<file path="src/rtl/i_cache_fill.sv">
// Direct-mapped instruction cache with whole-block refill over a per-word req/ack handshake.
// Hits are served combinationally in IDLE; a miss stalls fetch until the latched block is refilled.
module i_cache_fill #(
  parameter int ADDR_W    = 16,
  parameter int DATA_W    = 16,
  parameter int NUM_BLKS  = 32,
  parameter int BLK_WORDS = 8,
  parameter int CNT_W     = 16
) (
  input  logic              clk,
  input  logic              rst,
  input  logic              cpu_rd,
  input  logic [ADDR_W-1:0] cpu_addr,
  output logic [DATA_W-1:0] cpu_data,
  output logic              cpu_stall,
  input  logic              flush,
  output logic              mem_req,
  output logic [ADDR_W-1:0] mem_addr,
  input  logic              mem_ack,
  input  logic [DATA_W-1:0] mem_data,
  output logic [CNT_W-1:0]  hit_cnt,
  output logic [CNT_W-1:0]  miss_cnt
);

  localparam int IDX_W = $clog2(NUM_BLKS);
  localparam int OFF_W = $clog2(BLK_WORDS);
  localparam int TAG_W = ADDR_W - IDX_W - OFF_W;

  localparam logic [0:0] IDLE = 1'b0;
  localparam logic [0:0] FILL = 1'b1;

  logic [0:0]          state;
  logic [NUM_BLKS-1:0] valid;
  logic [TAG_W-1:0]    tag_arr  [NUM_BLKS];
  logic [DATA_W-1:0]   data_arr [NUM_BLKS*BLK_WORDS];
  logic [TAG_W-1:0]    lat_tag;
  logic [IDX_W-1:0]    lat_idx;
  logic [OFF_W-1:0]    fill_cnt;

  logic [OFF_W-1:0] cpu_off;
  logic [IDX_W-1:0] cpu_idx;
  logic [TAG_W-1:0] cpu_tag;
  logic             hit;
  logic             hit_ev;
  logic             miss_start;
  logic             word_ack;
  logic             last_ack;

  assign cpu_off = cpu_addr[OFF_W-1:0];
  assign cpu_idx = cpu_addr[OFF_W +: IDX_W];
  assign cpu_tag = cpu_addr[ADDR_W-1 -: TAG_W];

  assign hit        = (state == IDLE) && valid[cpu_idx] && (tag_arr[cpu_idx] == cpu_tag);
  assign hit_ev     = cpu_rd && hit;
  // A miss coinciding with flush does not start a fill; the retried fetch misses next cycle.
  assign miss_start = (state == IDLE) && cpu_rd && !hit && !flush;
  assign word_ack   = (state == FILL) && mem_ack;
  assign last_ack   = word_ack && (fill_cnt == OFF_W'(BLK_WORDS - 1));

  assign cpu_data  = data_arr[{cpu_idx, cpu_off}];
  // Gated with rst so the stall drops the moment reset is asserted, even with cpu_rd held.
  assign cpu_stall = !rst && ((state == FILL) || (cpu_rd && !hit));
  assign mem_req   = (state == FILL);
  assign mem_addr  = {lat_tag, lat_idx, fill_cnt};

  always_ff @(posedge clk or posedge rst) begin
    if (rst) begin
      state    <= IDLE;
      valid    <= '0;
      lat_tag  <= '0;
      lat_idx  <= '0;
      fill_cnt <= '0;
      hit_cnt  <= '0;
      miss_cnt <= '0;
    end else begin
      if (hit_ev && (hit_cnt != '1))
        hit_cnt <= hit_cnt + CNT_W'(1);
      if (miss_start && (miss_cnt != '1))
        miss_cnt <= miss_cnt + CNT_W'(1);

      case (state)
        IDLE: begin
          if (miss_start) begin
            state    <= FILL;
            lat_tag  <= cpu_tag;
            lat_idx  <= cpu_idx;
            fill_cnt <= '0;
          end
        end
        FILL: begin
          if (flush) begin
            state    <= IDLE;
            fill_cnt <= '0;
          end else if (mem_ack) begin
            fill_cnt <= fill_cnt + OFF_W'(1);
            if (last_ack) begin
              state          <= IDLE;
              valid[lat_idx] <= 1'b1;
            end
          end
        end
        default: state <= IDLE;
      endcase

      // Flush overrides any valid bit set by a final ack in the same cycle.
      if (flush)
        valid <= '0;
    end
  end

  // Words written before an aborted fill are kept; the block's valid bit guards them.
  always_ff @(posedge clk) begin
    if (word_ack)
      data_arr[{lat_idx, fill_cnt}] <= mem_data;
    if (last_ack)
      tag_arr[lat_idx] <= lat_tag;
  end

endmodule

</file>
<file path="config.mk">
export PLATFORM = sky130hd
export DESIGN_NAME = i_cache_fill
export DESIGN_NICKNAME = d
export VERILOG_FILES = /design/src/rtl/i_cache_fill.sv
export SDC_FILE = /design/constraint.sdc
export NUM_CORES = 2
export LEC_CHECK = 0
export BUFFER_PORTS_ARGS = -buffer_cell sky130_fd_sc_hd__clkbuf_2
export CAP_MARGIN = 20
export CELL_PAD_IN_SITES_DETAIL_PLACEMENT = 1
export CELL_PAD_IN_SITES_GLOBAL_PLACEMENT = 2
export CORE_MARGIN = 3
export CORE_UTILIZATION = 47
export CTS_CLUSTER_DIAMETER = 30
export DETAILED_ROUTE_END_ITERATION = 12
export PLACE_DENSITY_LB_ADDON = 0.15
export SLEW_MARGIN = 25
export SYNTH_ARGS = -nofsm -noshare
export SYNTH_HDL_FRONTEND = slang
export SYNTH_MEMORY_MAX_BITS = 65536
export SYNTH_SLANG_ARGS = --single-unit
</file>
<file path="constraint.sdc">
create_clock -name clk -period 3.73 [get_ports clk]
set_clock_uncertainty 0.15 [all_clocks]
set_input_delay 0.1865 -clock clk [delete_from_list [all_inputs] [get_ports clk]]
set_output_delay 0.1865 -clock clk [all_outputs]
set_load 0.01 [all_outputs]
</file>
# == Word-level counts from Yosys, hierarchy flattened ==
# Memories as Yosys holds them, arrays and structs flattened.
# Cells that the tools add are included.
# word_totals
ff_bits,81
mem_bits_rw,4352
out_inout_bits,66
wordCells,67
memories,2
# mem_list
memory,depth,word_bits,rd,rd_ports_with_merged_regs,write_ports,line,text
data_arr,256,16,1,0,1,35,logic [DATA_W-1:0] data_arr [NUM_BLKS*BLK_WORDS];
tag_arr,32,8,1,0,1,34,logic [TAG_W-1:0] tag_arr [NUM_BLKS];
# op_classes
addsub,3
n_lt_le_gt_ge,3
eq_ne,6
muxes,21
bitwise,2
n_reduce_logical,23
# op_table
operator,n
2-to-1 mux 32 bit,4
adder 16 x 1 -> 16 bit (second input constant),2
inequality test 16 bit (second input constant),2
OR 32 bit,1
logical AND 1 bit,13
less-than comparator 5 x 6 -> 1 bit (second input constant),2
2-to-1 mux 1 bit,10
2-to-1 mux 3 bit,3
== test 8 bit,1
one-hot mux 3 bit (2 select lines),1
nonzero test 2 bit,3
binary-select mux 1 bit (select 5 bit),1
demux 1 bit (select 5 bit),1
greater-or-equal comparator 5 x 1 -> 1 bit (second input constant),1
AND reduction 2 bit,2
adder 3 x 1 -> 3 bit (second input constant),1
== test 3 bit (second input constant),1
logical NOT 1 bit,3
inequality test 3 bit (second input constant),1
AND reduction 3 bit,1
inequality test 2 bit (second input constant),1
one-hot mux 1 bit (2 select lines),1
logical OR 1 bit,1
NOT 1 bit,1

# == Depth between registers and ports, before layout ==
# logic_depth
ltp_word,9
depth_mapped,16

# == Worst setup path after synthesis ==
# Ideal clock, no wire load.
# synth_timing
kind,input -> output
startpoint,in cpu_addr[0]
endpoint,out cpu_data[0]
arrival_ns,3.566
path_slack_ns,-0.173
stages,8
n_path_buf,4
cell_sequence,clkbuf_1 clkbuf_1 buf_1 buf_1 mux4_2 mux4_2 mux4_2 mux4_2
# synth_via
elab_chain_cells,1
# synth_rtl
element,line,text
from (decl),13,"input logic [ADDR_W-1:0] cpu_addr,"
memory (256 x 16 bit),n/a,
to (decl),14,"output logic [DATA_W-1:0] cpu_data,"
# Every way passes these cells.

# == Worst setup path in the final report ==
# layout_timing
startpoint,mem data_arr[239][12]
endpoint,out cpu_data[12]
# layout_via
elab_chain_cells,1
# layout_rtl
element,line
from (decl),35
memory (256 x 16 bit),n/a
# Every way passes these cells.

==> results.py <==
metrics = {
    "run_status": {
        "status": "complete, but fails checks",
        "violations": "negative setup slack",
    },
    "synthesis": {
        "synth.distinct_cells": 44,
        "syn_nets": 7008,
        "yosys.area.top_type": "edfxtp_1",
        "synth_compound_area_share_pct": 0.2416,
        "synth_cells": 6964,
        "ys_seq_elements": 4433,
        "seq_area_frac_synth_pct": 78.12,
        "synthXorXnorAreaFrac_pct": 0.1650,
        "syn_area_sq_um": 169900,
        "async_reset_ff_share_pct": 1.827,
        "avgSynthCellArea_sq_um": 24.40,
        "synth_fa_ha_area_share_pct": 0.05155,
        "synthMuxAreaShare_pct": 19.16,
        "netlist.area_leader.share_pct": 76.92,
        "synth_top_family_by_area": "multiplexers",
        "synthSimpleGateAreaFrac_pct": 1.361,
        "synth_flop_cell": "edfxtp_1",
        "synth_area_leaders": "edfxtp_1 (77%), mux4_2 (19%), dfrtp_1 (1.2%), nor2_1 (0.82%), clkbuf_1 (0.64%)",
        "synth_edf_count": 4352,
        "synth_warnings": 0,
    },
    "placed_design": {
        "dpl_cell_area_sq_um": 182300,
        "portBuffers": 102,
        "hpwl_um": 285800,
        "gp_congestion": 0.7967,
    },
    "worst_setup_path": {
        "cp_slowest_cell": "mux4_2",
        "critPathTopFamily": "multiplexers",
        "worstPathMaxFanout": 1,
        "crit_path_start_kind": "flop",
        "end_kind": "output pin",
        "crit_path_frequent_cell": "mux4_2",
        "slowest_delay_ns": 0.72,
        "path_class": "reg2out",
        "worstPathRequired_ns": 3.39,
        "path_cells": "mux4_2, mux4_2, mux4_2, mux4_2, buf_6",
        "critical_path_buf_inv_count": 1,
        "crit_arrival_ns": 4.14,
    },
    "power": {
        "p_sw_mw": 29.64,
        "p_leak_nw": 69.31,
        "swShare_pct": 21.77,
        "p_per_area_nw_per_um2": 643.8,
        "cellInternalPower_mw": 106.5,
        "pwr-share-seq_pct": 40.6,
        "power.clock.fraction_pct": 55.0,
        "power_mw": 136.1,
        "comb_power_share_pct": 4.4,
        "max-vdd-ir-drop_mv": 0.4798,
    },
    "global_route": {
        "grt_pass1_wl_um": 683500,
        "grt_max_degree": 131,
        "antenna_found_initial": 32,
        "grt_use_total_pct": 26.13,
        "grt_pass1_vias": 88067,
        "grt_remaining_overflow": 0,
    },
    "route": {
        "totalWireLength_um": 481400,
        "via_per_inst": 6.048,
        "dr.pass1.iters": 6,
        "vias": 83417,
        "drc_errors": 0,
        "wire_per_inst_um": 34.90,
        "drt_iter0_drc": 10509,
        "ant_nets": 0,
    },
    "floorplanning": {
        "start_util_pct": 47.26,
        "die_w_um": 607.2,
        "core_area_sq_um": 359500,
        "rows": 220,
        "die-area_sq_um": 368700,
        "pin_count": 103,
        "fp.dieH_um": 607.2,
    },
    "final_layout": {
        "drive_above_1_share_pct": 40.38,
        "area_growth_syn_to_layout_pct": 24.48,
        "fill_cells": 29385,
        "stdcell_area_sq_um": 211500,
        "layout.cells.most_common": "edfxtp_1",
        "layout_common_cells": "edfxtp_1 (4,352), mux4_2 (1,403), clkbuf_16 (827)",
        "finalNetCount": 8348,
        "final_core_utilization_pct": 58.83,
    },
    "cts": {
        "cts_tree": "built",
        "clockBufferDepth": 4,
        "htree_levels": 6,
        "cts_root_buffer": "clkbuf_16",
        "cts.clk_slew.worst_paths_ns": 0.05,
        "clock_latency_ns": 1.04,
        "cts.sinks": 4433,
        "cts_buffers": 820,
    },
    "sta": {
        "layout_setup_ws_ns": -0.7450,
        "rsz0062_at_grt": "true",
        "slew_violations": 0,
        "holdWs_ns": 0.06252,
        "timing.final.hold_violations": 0,
        "fmax_mhz": 223.5,
        "period_needed_ns": 4.475,
        "setup_tns_ns": -10.34,
        "worst_slew_pin_slew_ns": 1.108,
        "slew_headroom_pct": 26.13,
        "report.final.setup_viol": 17,
        "finalCritPeriodShare_pct": 120.0,
    },
    "hold_path": {
        "hold_path.class": "in2reg",
    },
    "job": {
        "drv_cap": 0,
    },
}
-- path summary, 6_finish.rpt --
kind / from / end / slack [ns] / cells past startpoint
setup / recovery: data_arr[239][12] / cpu_data[12] / -0.75 / 5
hold / removal: mem_data[11] / data_arr[200][11] / 0.06 / 2
setup reg to reg: mem_req / data_arr[181][5] / 0.14 / 7
hold reg to reg: valid[12] / valid[12] / 0.35 / 2
max in group asynchronous: rst / lat_tag[5] / 2.68 / 5
min in group asynchronous: rst / miss_cnt[11] / 0.32 / 5
-- per-stage QoR --
step | setup WS, ns | std cells
after floorplan | 0.0004288 | 6964
after global placement | -0.4101 | 12192
after detailed placement | -0.4049 | 12192
after CTS | -0.8393 | 13771
after global routing | -0.7870 | 13783
final | -0.7450 | 13792
-- final cells by class --
| cell class | instances | area, sq um | share of cell area [%] |
|---|---|---|---|
| antenna | 10 | 25.02 | 0.01183 |
| clock buffer | 908 | 21030 | 9.944 |
| clock inverter | 619 | 7277 | 3.441 |
| inverter | 9 | 35.03 | 0.01657 |
| multi-input combinational | 2138 | 35750 | 16.90 |
| sequential | 4433 | 132700 | 62.76 |
| tap | 4773 | 5972 | 2.824 |
| timing repair buffer | 902 | 8670 | 4.100 |
-- power groups by stage --
stage | Sequential, mW | Combinational [mW] | Clock [mW]
after floorplan | 56.2 | 2.79 | 0
after global placement | 56.2 | 5.85 | 0
after detailed placement | 56.2 | 5.96 | 0
after CTS | 55.3 | 6.04 | 75.9
after global routing | 55.3 | 6.28 | 78.5
final | 55.3 | 6.00 | 74.8
-- cells by family after synthesis --
kind of cell / Yosys count
AOI/OAI and AO/OA: 60
xor gates and xnor gates: 32
adders and majority gates: 7
buffers and inverters: 393
DFF: 4433
muxes: 1495
and+or+nand+nor: 544
-- cells in the mapped netlist, types with 2 or more instances --
| cell | count |
|---|---|
| nand2_1 | 54 |
| o2bb2ai_1 | 2 |
| nor4b_1 | 2 |
| o21a_1 | 3 |
| and3_1 | 21 |
| and4_1 | 2 |
| nor2_1 | 370 |
| a21oi_1 | 13 |
| a22o_1 | 2 |
| nand3_1 | 39 |
| nor4_1 | 4 |
| dfrtp_1 | 81 |
| nor3b_1 | 2 |
| buf_4 | 6 |
| nor3_1 | 12 |
| or3_1 | 3 |
| buf_2 | 11 |
| mux2_1 | 9 |
| a22oi_1 | 25 |
| edfxtp_1 | 4352 |
| ha_1 | 7 |
| buf_6 | 4 |
| clkbuf_1 | 291 |
| xor2_1 | 12 |
| nand4_1 | 8 |
| o22ai_1 | 2 |
| o21ai_0 | 4 |
| xnor2_1 | 20 |
| mux4_2 | 1403 |
| inv_1 | 9 |
| buf_1 | 72 |
| a211oi_1 | 3 |
| a31oi_1 | 4 |
| mux2i_1 | 70 |
| nand2b_1 | 6 |
| nor2b_1 | 13 |
| and2_1 | 4 |
| mux2_2 | 13 |
-- repair_timing --
action,4_1_cts,5_1_grt
setup endpoints to repair,23,30
gates resized for setup,12,17
hold buffers,50,4
pin swaps,2,5
buffers inserted,2,2
gates cloned,1,0
endpoints found under the hold margin,4071,107
-- metal layers --
layer / up-vias / GRT usage [%] / share of wire (%)
met5: - / 0 / 0.0056
met2: 3665 / 41.71 / 49
met3: 677 / 4.175 / 7.2
met1: 45980 / 37.46 / 41
met4: 4 / 8.022 / 3.1
li1: 33091 / - / -
-- registers in the layout, summed over array words and instances, names as in the netlist --
name / cells
data_arr: 4096
miss_cnt: 16
tag_arr: 256
lat_tag: 8
hit_cnt: 16
lat_idx: 5
mem_req: 1
valid: 32
fill_cnt: 3
No activity file was read; power rests on OpenSTA's default activity.
